[config.mk]
export PLATFORM = sky130hd
export DESIGN_NAME = mmio_regbank_flat
export DESIGN_NICKNAME = d
export VERILOG_FILES = /design/src/rtl/mmio_regbank_if.sv /design/src/rtl/mmio_regbank.sv /design/src/flat_wrapper.sv
export SDC_FILE = /design/constraint.sdc
export NUM_CORES = 1
export LEC_CHECK = 0
export BUFFER_PORTS_ARGS = -buffer_cell sky130_fd_sc_hd__buf_2
export CAP_MARGIN = 20
export CORE_MARGIN = 5
export CORE_UTILIZATION = 25
export CTS_CLUSTER_DIAMETER = 40
export DETAILED_ROUTE_END_ITERATION = 10
export PLACE_DENSITY = 0.48
export SLEW_MARGIN = 20
export SYNTH_ARGS = -nofsm -noshare
export SYNTH_HDL_FRONTEND = slang
export SYNTH_SLANG_ARGS = --single-unit
[constraint.sdc]
create_clock -name clock -period 14.7 [get_ports clock]
set_clock_uncertainty 0.15 [all_clocks]
set_input_delay 0 -clock clock [delete_from_list [all_inputs] [get_ports clock]]
set_output_delay 0 -clock clock [all_outputs]
set_load 0.01 [all_outputs]
[src/rtl/mmio_regbank_if.sv]
// Processor data-memory port as seen by the MMIO bank, including the RAM data/write-enable side.
interface mmio_regbank_if #(
  parameter int DATA_W = 32,
  parameter int ADDR_W = 12
);
  logic              wren;
  logic [ADDR_W-1:0] address_dmem;
  logic [DATA_W-1:0] data;
  logic [DATA_W-1:0] q_dmem;
  logic              ram_wEn;
  logic [DATA_W-1:0] ram_dataOut;

  modport master (
    output wren, address_dmem, data, ram_dataOut,
    input  q_dmem, ram_wEn
  );

  modport slave (
    input  wren, address_dmem, data, ram_dataOut,
    output q_dmem, ram_wEn
  );
endinterface

[src/rtl/mmio_regbank.sv]
// Memory-mapped output registers and input capture channels sitting in front of the data RAM.
// Window reads are registered so they line up with the 1-cycle RAM latency.
module mmio_regbank #(
  parameter int              DATA_W    = 32,
  parameter int              ADDR_W    = 12,
  parameter int              N_OUT     = 4,
  parameter int              N_IN      = 4,
  parameter logic [ADDR_W-1:0] MMIO_BASE = 12'hF00
) (
  input  logic                    clock,
  input  logic                    reset,
  mmio_regbank_if.slave           bus,
  output logic [N_OUT*DATA_W-1:0] out_regs,
  output logic [N_OUT-1:0]        out_strobe,
  input  logic [N_IN*DATA_W-1:0]  in_vals,
  input  logic [N_IN-1:0]         in_valid,
  output logic                    irq
);

  logic [DATA_W-1:0] r_out [N_OUT];
  logic [DATA_W-1:0] r_cap [N_IN];
  logic [N_IN-1:0]   r_status;
  logic [N_IN-1:0]   r_mask;
  logic [N_IN-1:0]   r_ovr;
  logic [N_OUT-1:0]  r_strobe;
  logic              r_irq;
  logic              r_selQ;
  logic [DATA_W-1:0] r_rdQ;

  logic              w_hit;
  logic [7:0]        w_off;
  logic              w_wrHit;
  logic [DATA_W-1:0] w_rdMux;
  logic [N_IN-1:0]   w_statusClr;
  logic [N_IN-1:0]   w_ovrClr;
  logic [N_IN-1:0]   w_statusNext;
  logic [N_IN-1:0]   w_maskNext;
  logic [N_IN-1:0]   w_ovrNext;

  assign w_hit       = (bus.address_dmem[ADDR_W-1:8] == MMIO_BASE[ADDR_W-1:8]);
  assign w_off       = bus.address_dmem[7:0];
  assign w_wrHit     = bus.wren & w_hit;
  assign bus.ram_wEn = bus.wren & ~w_hit;
  assign bus.q_dmem  = r_selQ ? r_rdQ : bus.ram_dataOut;
  assign out_strobe  = r_strobe;
  assign irq         = r_irq;

  always_comb begin
    out_regs = '0;
    for (int i = 0; i < N_OUT; i++) begin
      out_regs[i*DATA_W +: DATA_W] = r_out[i];
    end
  end

  // Read mux samples current register values; unmapped offsets read as zero.
  always_comb begin
    w_rdMux = '0;
    for (int i = 0; i < N_OUT; i++) begin
      if (w_off == 8'(i)) w_rdMux = r_out[i];
    end
    for (int i = 0; i < N_IN; i++) begin
      if (w_off == 8'(64 + i)) w_rdMux = r_cap[i];
    end
    case (w_off)
      8'h80:   w_rdMux = DATA_W'(r_status);
      8'h81:   w_rdMux = DATA_W'(r_mask);
      8'h82:   w_rdMux = DATA_W'(r_ovr);
      default: ;
    endcase
  end

  // Captures are OR-ed in after the clear so a same-edge set wins.
  always_comb begin
    w_statusClr  = (w_wrHit && w_off == 8'h80) ? bus.data[N_IN-1:0] : '0;
    w_ovrClr     = (w_wrHit && w_off == 8'h82) ? bus.data[N_IN-1:0] : '0;
    w_maskNext   = (w_wrHit && w_off == 8'h81) ? bus.data[N_IN-1:0] : r_mask;
    w_statusNext = (r_status & ~w_statusClr) | in_valid;
    w_ovrNext    = (r_ovr & ~w_ovrClr) | (r_status & in_valid);
  end

  always_ff @(posedge clock) begin
    if (reset) begin
      for (int i = 0; i < N_OUT; i++) r_out[i] <= '0;
      for (int i = 0; i < N_IN; i++)  r_cap[i] <= '0;
      r_status <= '0;
      r_mask   <= '0;
      r_ovr    <= '0;
      r_strobe <= '0;
      r_irq    <= 1'b0;
      r_selQ   <= 1'b0;
      r_rdQ    <= '0;
    end else begin
      for (int i = 0; i < N_OUT; i++) begin
        r_strobe[i] <= w_wrHit && (w_off == 8'(i));
        if (w_wrHit && (w_off == 8'(i))) r_out[i] <= bus.data;
      end
      for (int i = 0; i < N_IN; i++) begin
        if (in_valid[i]) r_cap[i] <= in_vals[i*DATA_W +: DATA_W];
      end
      r_status <= w_statusNext;
      r_mask   <= w_maskNext;
      r_ovr    <= w_ovrNext;
      r_irq    <= |(w_statusNext & w_maskNext);
      r_selQ   <= w_hit;
      r_rdQ    <= w_rdMux;
    end
  end

endmodule

[src/flat_wrapper.sv]
// flat-port wrapper written by rule: the top's interface ports become plain ports
module mmio_regbank_flat 
#(
  parameter int              DATA_W    = 32,
  parameter int              ADDR_W    = 12,
  parameter int              N_OUT     = 4,
  parameter int              N_IN      = 4,
  parameter logic [ADDR_W-1:0] MMIO_BASE = 12'hF00
)
  (clock, reset, out_regs, out_strobe, in_vals, in_valid, irq, bus_wren, bus_address_dmem, bus_data, bus_ram_dataOut, bus_q_dmem, bus_ram_wEn);
  mmio_regbank_if #(.DATA_W(DATA_W), .ADDR_W(ADDR_W)) bus_i ();
  input  logic clock;
  input  logic reset;
  output logic [N_OUT*DATA_W-1:0] out_regs;
  output logic [N_OUT-1:0] out_strobe;
  input  logic [N_IN*DATA_W-1:0] in_vals;
  input  logic [N_IN-1:0] in_valid;
  output logic irq;
  input wire logic [$bits(bus_i.wren)-1:0] bus_wren;
  input wire logic [$bits(bus_i.address_dmem)-1:0] bus_address_dmem;
  input wire logic [$bits(bus_i.data)-1:0] bus_data;
  input wire logic [$bits(bus_i.ram_dataOut)-1:0] bus_ram_dataOut;
  output wire logic [$bits(bus_i.q_dmem)-1:0] bus_q_dmem;
  output wire logic [$bits(bus_i.ram_wEn)-1:0] bus_ram_wEn;
  assign bus_i.wren = bus_wren;
  assign bus_i.address_dmem = bus_address_dmem;
  assign bus_i.data = bus_data;
  assign bus_i.ram_dataOut = bus_ram_dataOut;
  assign bus_q_dmem = bus_i.q_dmem;
  assign bus_ram_wEn = bus_i.ram_wEn;
  mmio_regbank #(.DATA_W(DATA_W), .ADDR_W(ADDR_W), .N_OUT(N_OUT), .N_IN(N_IN), .MMIO_BASE(MMIO_BASE)) u_core (.clock(clock), .reset(reset), .bus(bus_i), .out_regs(out_regs), .out_strobe(out_strobe), .in_vals(in_vals), .in_valid(in_valid), .irq(irq));
endmodule
==> results of run 1 <==
==> Yosys cell counts (3+ instances only) <==
master / instances
nor3_1: 3
o21ai_1: 38
mux2i_1: 25
a21oi_1: 14
dfxtp_1: 50
nor2_1: 31
mux4_2: 3
nor2b_1: 28
o211ai_1: 8
buf_6: 9
or3_1: 4
nand2b_1: 7
nand3_1: 22
or2_2: 5
and2_1: 256
a221oi_1: 7
or4b_1: 3
edfxtp_1: 256
a22oi_1: 4
buf_1: 5
a31oi_1: 21
mux2_2: 34
buf_2: 16
nand2_1: 61
clkbuf_1: 54
nand4_1: 3
o22ai_1: 12
inv_1: 26
a2111oi_0: 5
o21ai_0: 83
a211oi_1: 45
==> state kept, by name (all words and copies together), names as in the netlist <==
name and flops:
u_core.r_mask 4, u_core.r_rdQ 32, u_core.r_cap 128, u_core.out_strobe 4, u_core.r_out 128, u_core.r_ovr 4, u_core.irq 1, u_core.r_selQ 1
u_core.r_status 4
==> routing by layer <==
metal  GRT usage (%)  share of wire [%]  up-vias
met4            7.04                3.5        6
met2            27.9                 45      434
met3            3.74                6.2      114
li1                -                  -     5390
met1            24.9                 46     5609
met5               0              0.046        -
==> worst max-delay path, delay by kind of cell <==
family	cells	cell delay (ns)
AND/OR/NAND/NOR	4	1.63
buffers and inverters	5	2.41
AO/OA/AOI/OAI	1	0.17
==> cell type report <==
| cell class | count | area (um2) | area share (%) |
|---|---|---|---|
| antenna | 3 | 7.51 | 0.0362 |
| clock buffer | 70 | 1600 | 7.73 |
| clock inverter | 44 | 439 | 2.12 |
| inverter | 26 | 97.6 | 0.471 |
| multi-input combinational | 746 | 4840 | 23.4 |
| sequential | 306 | 8690 | 41.9 |
| tap | 748 | 936 | 4.52 |
| timing repair buffer | 602 | 4110 | 19.8 |
==> stage by stage <==
stage	cells	setup WS (ns)
detailed placement	2219	11.39
global route	2542	10.65
CTS	2541	10.97
finish	2545	10.83
global placement	2219	11.45
floorplan	1162	9.67
==> report_power, final <==
group	total (W)	switching (W)	internal [W]
sequential	0.00102	0.0000268	0.000994
combinational	0.000222	0.000119	0.000103
clock	0.00137	0.000493	0.000876
total	0.00261	0.000639	0.00197
==> what timing repair did <==
item,in CTS,in global routing
hold endpoints to repair,281,0
resized for setup,0,0
hold buffers,208,0
endpoints found under the setup margin,0,0
==> worst paths after layout <==
kind	startpoint	endpoint	slack [ns]
worst max-delay path	bus_address_dmem[0]	u_core.r_ovr[2]	10.83
worst min-delay path	in_vals[0]	u_core.r_cap[0][0]	0.07
worst max register to register	u_core.r_out[3][3]	u_core.r_rdQ[3]	12.28
worst min register to register	u_core.r_cap[2][6]	u_core.r_rdQ[6]	0.36
==> kinds of logic after synthesis <==
logic type	synth area share [%]
AND/OR/NAND/NOR	18.4
buffers and inverters	3.58
AO/OA/AOI/OAI	10.8
flip-flops	62.2
multiplexers	5.02
==> impl_metrics.json, run 1 <==
{
  "status": "finished, final reports clean",
  "drtPass1Iterations": 5,
  "drv_slew": 0,
  "vias": 11600,
  "syn-cell-area_mm2": 0.0140,
  "syn_nets": 1373,
  "rows": 86,
  "hold_ws_ns": 0.0653,
  "hold_viol": 0,
  "clock_sinks": 306,
  "crit_arrival_ns": 4.21,
  "ff2ff_path_depth": 5,
  "period_share_pct": 26.3,
  "grt_pass1_vias": 12100,
  "die_w_um": 246,
  "critPathMaxStageDelay_ns": 0.81,
  "synth_cell_types": 49,
  "syn_inst": 1162,
  "synth_seq_cells": 306,
  "async_flop_share_pct": 0,
  "grt_overflow_total": 0,
  "power_density_mw_per_mm2": 126,
  "p_leak_nw": 8.21,
  "synth_edf_count": 256,
  "h-tree-depth": 2,
  "yosysSeqAreaShare_pct": 62.2,
  "dpl_cell_area_mm2": 0.0166,
  "synth_top_area_share_pct": 55.0,
  "die_area_mm2": 0.0607,
  "period_needed_ns": 3.87,
  "crit_top_cell": "dlygate4sd3_1",
  "cts.clk_slew.worst_paths_ns": 0.06,
  "clock_latency_ns": 0.60,
  "setup_violations": 0,
  "worst_slew_pin_slew_ns": 1.00,
  "path_max_fanout": 58,
  "routed_wl_um": 56400,
  "dp_hpwl_um": 40200,
  "grt_use_total_pct": 18.0,
  "maxCapViolCount": 0,
  "fin_util_pct": 37.5,
  "layout_commonest_cell": "buf_2",
  "drive_gt1_share_pct": 31.3,
  "clk_path_buf_depth": 3,
  "ys.flop_type": "edfxtp_1",
  "num-fill-cells": 5409,
  "holdCritPathClass": "in -> reg",
  "cts_buffers": 61,
  "critPathLaunchType": "primary input",
  "fmax_ghz": 0.258,
  "worst_path_max_delay_cell": "nor4_1",
  "syn_to_final_growth_pct": 48.4,
  "dr.first_iter.drc_count": 656,
  "finalInstanceArea_mm2": 0.0207,
  "antenna_found_initial": 6,
  "ys.warnings.count": 0,
  "avgSynthCellArea_um2": 12.0,
  "hold_depth": 3,
  "coreArea_mm2": 0.0552,
  "cts_tree": "yes",
  "cts-root-buf": "clkbuf_16",
  "synth_area_leaders": "edfxtp_1 (55%), and2_1 (11%), dfxtp_1 (7.2%), o21ai_0 (3.0%), mux2_2 (2.7%)",
  "ioPinCount": 377,
  "portBuffers": 376,
  "layout_common_cells": "buf_2 (374), and2_1 (256), edfxtp_1 (256), dlygate4sd3_1 (208), o21ai_0 (82)",
  "drc": 0,
  "vdd.ir_drop.worst_v": 0.0000946,
  "crit_type": "in -> reg",
  "post-cts-setup-buffers": 0,
  "setup-tns-final_ns": 0,
  "die-height_um": 246,
  "end_kind": "flip-flop",
  "grt_max_degree": 61,
  "maxSlewHeadroom_pct": 32.9,
  "synth.largest_area_cell": "edfxtp_1",
  "detail-route-antenna-nets": 0,
  "grt_setup_unrepaired": "false",
  "power_w": 0.00261,
  "wl_per_cell_um": 22.2,
  "critical_path.cell_chain": "dlygate4sd3_1, buf_4, buf_4, or4b_1, nor4_1, nand2_1, a22oi_1, dlygate4sd3_1, nor2_1, dlygate4sd3_1",
  "initial_core_util_pct": 25.3,
  "vias_per_cell": 4.54,
  "required_ns": 15.04,
  "nets": 1954,
  "grt_pass1_wl_um": 81100,
  "routabilityCongestion": 0.859
}
(Power assumes the default switching activity.)
==> run 2, diff against run 1 <==
- clock period: 14.7 -> 3.6 ns (I/O delays scaled with it)
==> impl_metrics.json, run 2 (synthesized netlist as in run 1, its figures left out) <==
{
  "wl_per_cell_um": 22.7,
  "status": "finished, final reports clean",
  "fin_util_pct": 37.2,
  "worst_slew_pin_slew_ns": 0.988,
  "cp-startpoint": "bus_address_dmem[1]",
  "die_area_mm2": 0.0607,
  "ff2ff_path_depth": 5,
  "power_w": 0.0105,
  "vias_per_cell": 4.51,
  "worstReg2RegEnd": "u_core.r_rdQ[1]",
  "h-tree-depth": 2,
  "dp_hpwl_um": 41000,
  "syn_to_final_growth_pct": 47.2,
  "period_share_pct": 96.5,
  "path_max_fanout": 57,
  "die_w_um": 246,
  "cts.clk_slew.worst_paths_ns": 0.05,
  "cts-root-buf": "clkbuf_16",
  "coreArea_mm2": 0.0552,
  "layoutNonFillerInstCount": 2532,
  "power_density_mw_per_mm2": 509,
  "required_ns": 3.92,
  "cts_tree": "yes",
  "grt_pass1_vias": 11900,
  "setup-tns-final_ns": 0,
  "end_kind": "flip-flop",
  "nets": 1941,
  "hold_ws_ns": 0.0466,
  "p_leak_nw": 8.10,
  "grt_pass1_wl_um": 81700,
  "reg.largest.list": "u_core.r_cap: 128 flops, u_core.r_out: 128 flops, u_core.r_rdQ: 32 flops",
  "critPathLaunchType": "primary input",
  "hold_viol": 0,
  "detail-route-antenna-nets": 0,
  "initial_core_util_pct": 25.3,
  "vdd.ir_drop.worst_v": 0.000397,
  "setup_violations": 0,
  "endpoint": "u_core.r_ovr[1]",
  "grt_overflow_total": 0,
  "grt_max_degree": 58,
  "fmax_ghz": 0.288,
  "layout_common_cells": "buf_2 (374), and2_1 (256), edfxtp_1 (256), dlygate4sd3_1 (193), o21ai_0 (82)",
  "cts_buffers": 60,
  "holdCritPathClass": "in -> reg",
  "drtPass1Iterations": 5,
  "timing.rr.start": "u_core.r_out[3][1]",
  "crit_arrival_ns": 3.80,
  "vias": 11400,
  "routabilityCongestion": 0.826,
  "portBuffers": 376,
  "antenna_found_initial": 9,
  "drive_gt1_share_pct": 31.5,
  "layout_commonest_cell": "buf_2",
  "placed_cells": 2223,
  "clock_latency_ns": 0.59,
  "num-fill-cells": 5459,
  "multi_input_area_mm2": 0.00487,
  "drc": 0,
  "grt_use_total_pct": 18.3,
  "clk_path_buf_depth": 3,
  "clock_sinks": 306,
  "rows": 86,
  "crit_type": "in -> reg",
  "grt_setup_unrepaired": "false",
  "maxSlewHeadroom_pct": 34.2,
  "die-height_um": 246,
  "routed_wl_um": 57400,
  "rrSetupSlack_ns": 1.23,
  "ff_latch_area_mm2": 0.00869,
  "dr.first_iter.drc_count": 764,
  "maxCapViolCount": 0,
  "ioPinCount": 377,
  "drv_slew": 0,
  "period_needed_ns": 3.47
}
==> run 2: changes by cell type in the layout (fill, tap and decap cells not counted), moves of 3 or more <==
cell,delta
dlygate4sd3_1,-15
buf_4,+4
bufinv_16,-4
clkinv_2,-4
clkinvlp_4,+4
clkbuf_16,+3
inv_6,-3
==> run 2: through the flow <==
step	instance area, um2	setup slack [ns]
floorplan	14000	0.0950
global placement	16600	0.693
detailed placement	16600	0.660
CTS	20500	0.0387
global route	20500	0.0261
finish	20600	0.126
==> run 2: critical path, stage by stage <==
cell and delay (ns):
dlygate4sd3_1 0.53, buf_4 0.59, or4b_1 0.58, nor4_2 0.55, nand2_1 0.11, dlygate4sd3_1 0.59, a22oi_1 0.17, nor2_1 0.05
dlygate4sd3_1 0.59
==> run 2: timing repair <==
item / in CTS / in global routing
hold endpoints to repair: 276 / 0
setup buffers: 0 / 0
hold buffers: 193 / 0
gates resized for setup: 0 / 1
setup endpoints to repair: 0 / 4
==> run 2: power breakdown <==
part	total, W	internal, W	switching, W
combinational	0.000910	0.000413	0.000497
clock	0.00540	0.00343	0.00197
sequential	0.00417	0.00406	0.000110
total	0.0105	0.00790	0.00257
==> run 2: metal layers <==
metal	up-vias	wire length [um]	track usage (%)
met4	2	1610	5.79
met3	96	3820	3.65
met1	5521	26700	26.2
met2	436	25200	27.9
met5	-	13	0
li1	5368	-	-
==> run 2: final cells by class <==
cell class                 instances  share of cell area (%)
sequential                       306                    42.3
tap                              748                    4.55
antenna                            5                  0.0609
multi-input combinational        746                    23.7
clock buffer                      75                    8.29
inverter                          26                   0.475
clock inverter                    36                    1.34
timing repair buffer             590                    19.3
==> run 2: worst min path at each step <==
stage	start	endpoint	slack, ns	cells after the start
floorplan	bus_ram_dataOut[0]	bus_q_dmem[0]	0.001	1
global placement	in_vals[113]	u_core.r_cap[3][17]	0.13	2
detailed placement	in_vals[23]	u_core.r_cap[0][23]	0.13	2
CTS	bus_address_dmem[5]	u_core.r_rdQ[9]	0.001	6
global route	in_vals[107]	u_core.r_cap[3][11]	0.06	3
finish	bus_address_dmem[5]	u_core.r_rdQ[10]	0.05	6
==> run 3, diff against run 2 <==
- RECOVER_POWER: default -> 25
==> impl_metrics.json, run 3 (synthesized netlist as in run 1, its figures left out) <==
{
  "status": "complete, but fails checks",
  "failed_checks": "capacitance limit, slew limit",
  "worst_slew_pin_slew_ns": 1.96,
  "drv_slew": 33,
  "cp-startpoint": "bus_address_dmem[1]",
  "worst_path_max_delay_cell": "buf_4",
  "drive_gt1_share_pct": 23.8,
  "period_share_pct": 96.5,
  "setup-tns-final_ns": 0,
  "hold_depth": 6,
  "cp_top_family": "buffers and inverters",
  "routed_wl_um": 57300,
  "critPathMaxStageDelay_ns": 0.60,
  "cts-root-buf": "clkbuf_16",
  "reg.largest.list": "u_core.r_cap: 128 flops, u_core.r_out: 128 flops, u_core.r_rdQ: 32 flops",
  "vias": 11500,
  "clk_path_buf_depth": 3,
  "dr.first_iter.drc_count": 779,
  "h-tree-depth": 2,
  "layoutNonFillerInstCount": 2531,
  "rrSetupSlack_ns": 1.23,
  "path_max_fanout": 57,
  "coreArea_mm2": 0.0552,
  "grt_pass1_vias": 11900,
  "dp_hpwl_um": 41000,
  "die_area_mm2": 0.0607,
  "path_depth": 9,
  "ff2ff_path_depth": 5,
  "cts.clk_slew.worst_paths_ns": 0.05,
  "crit_type": "in -> reg",
  "portBuffers": 376,
  "drtPass1Iterations": 5,
  "worstReg2RegEnd": "u_core.r_rdQ[1]",
  "die_w_um": 246,
  "detail-route-antenna-nets": 0,
  "fmax_ghz": 0.288,
  "whs_endpoint": "u_core.r_rdQ[10]",
  "cts_tree": "yes",
  "power_density_mw_per_mm2": 513,
  "crit_arrival_ns": 3.80,
  "setup_violations": 0,
  "maxSlewHeadroom_pct": -31.2,
  "initial_core_util_pct": 25.3,
  "grt_overflow_total": 0,
  "crit_top_cell": "dlygate4sd3_1",
  "critical_path.cell_chain": "dlygate4sd3_1, buf_4, or4b_1, nor4_2, nand2_1, dlygate4sd3_1, a22oi_1, nor2_1, dlygate4sd3_1",
  "grt_use_total_pct": 18.3,
  "crit_buf_inv": 4,
  "num-fill-cells": 5521,
  "critPathLaunchType": "primary input",
  "antenna_found_initial": 9,
  "grt_max_degree": 58,
  "placed_cells": 2223,
  "ioPinCount": 377,
  "nets": 1941,
  "period_needed_ns": 3.48,
  "syn_to_final_growth_pct": 45.9,
  "ff_latch_area_mm2": 0.00869,
  "vdd.ir_drop.worst_v": 0.000398,
  "layout_commonest_cell": "edfxtp_1",
  "grt_setup_unrepaired": "false",
  "rows": 86,
  "clock_sinks": 306,
  "end_kind": "flip-flop",
  "routabilityCongestion": 0.826,
  "maxCapViolCount": 1,
  "hold_path_startpoint": "bus_address_dmem[4]",
  "post-cts-setup-buffers": 0,
  "drc": 0,
  "grt_pass1_wl_um": 81700,
  "cts_buffers": 60,
  "hold_viol": 0,
  "clock_latency_ns": 0.59,
  "multi_input_area_mm2": 0.00486,
  "holdCritPathClass": "in -> reg",
  "wl_per_cell_um": 22.6,
  "layout_common_cells": "edfxtp_1 (256), buf_2 (240), and2_1 (230), dlygate4sd3_1 (193), clkbuf_1 (142)",
  "p_leak_nw": 7.69,
  "timing.rr.start": "u_core.r_out[3][1]",
  "die-height_um": 246,
  "vias_per_cell": 4.54,
  "required_ns": 3.92
}
==> run 3: cell types whose count changed in the layout (fill, tap and decap cells not counted), sizes merged <==
cell / change
buf: -136
clkbuf: +136
diode: -1
==> run 3: worst max path at each step <==
stage	slack (ns)	endpoint
after global placement	0.69	u_core.r_rdQ[24]
after global routing	0.03	u_core.r_ovr[1]
final	0.12	u_core.r_ovr[1]
after detailed placement	0.66	u_core.r_rdQ[20]
after floorplan	0.09	u_core.r_out[0][0]
after CTS	0.04	u_core.r_ovr[1]
==> run 3: cell type report <==
type                    instances  share of cell area [%]
well taps                     748                    4.59
inverters                      26                   0.479
diodes                          4                  0.0491
multi-input cells             746                    23.9
flip-flops and latches        306                    42.6
clock inverters                36                    1.35
clock buffers                  75                    8.36
repair buffers                590                    18.7
==> run 3: what timing repair did <==
action / 4_1_cts / 5_1_grt
gates resized for setup: 0 / 1
endpoints found under the setup margin: 0 / 4
hold endpoints to repair: 276 / 0
hold buffers: 193 / 0
==> run 3: power by group <==
part           leakage (nW)  internal, W  switching [W]
registers              3.00      0.00406       0.000112
logic                  3.74     0.000391       0.000496
clock network         0.952      0.00343        0.00197
total                  7.69      0.00788        0.00258
==> run 3: worst register-to-register path: stages, from the launching register on <==
cell	delay, ns
edfxtp_1	0.41
or3_1	0.32
mux4_2	0.53
a21oi_1	0.18
o32ai_1	0.08
dlygate4sd3_1	0.59
==> run 3: per-stage QoR <==
stage                     area, um2  worst slack, ns  hold slack, ns  utilization (%)  total power (W)
after floorplan               14000           0.0950        0.000980                -          0.00452
after global placement        16600            0.693           0.129             30.1          0.00498
after detailed placement      16600            0.660           0.128             30.1          0.00498
after CTS                     20500           0.0387         0.00112             37.2           0.0106
after global routing          20400           0.0274          0.0583             36.9           0.0108
final                         20400            0.124          0.0558             36.9           0.0105
==> run 3: metal layers <==
metal / up-vias / track usage (%) / share of wire, %
met5: - / 0 / 0.023
met4: 2 / 5.79 / 2.8
met3: 97 / 3.65 / 6.4
met2: 460 / 27.9 / 44
met1: 5574 / 26.2 / 47
li1: 5361 / - / -
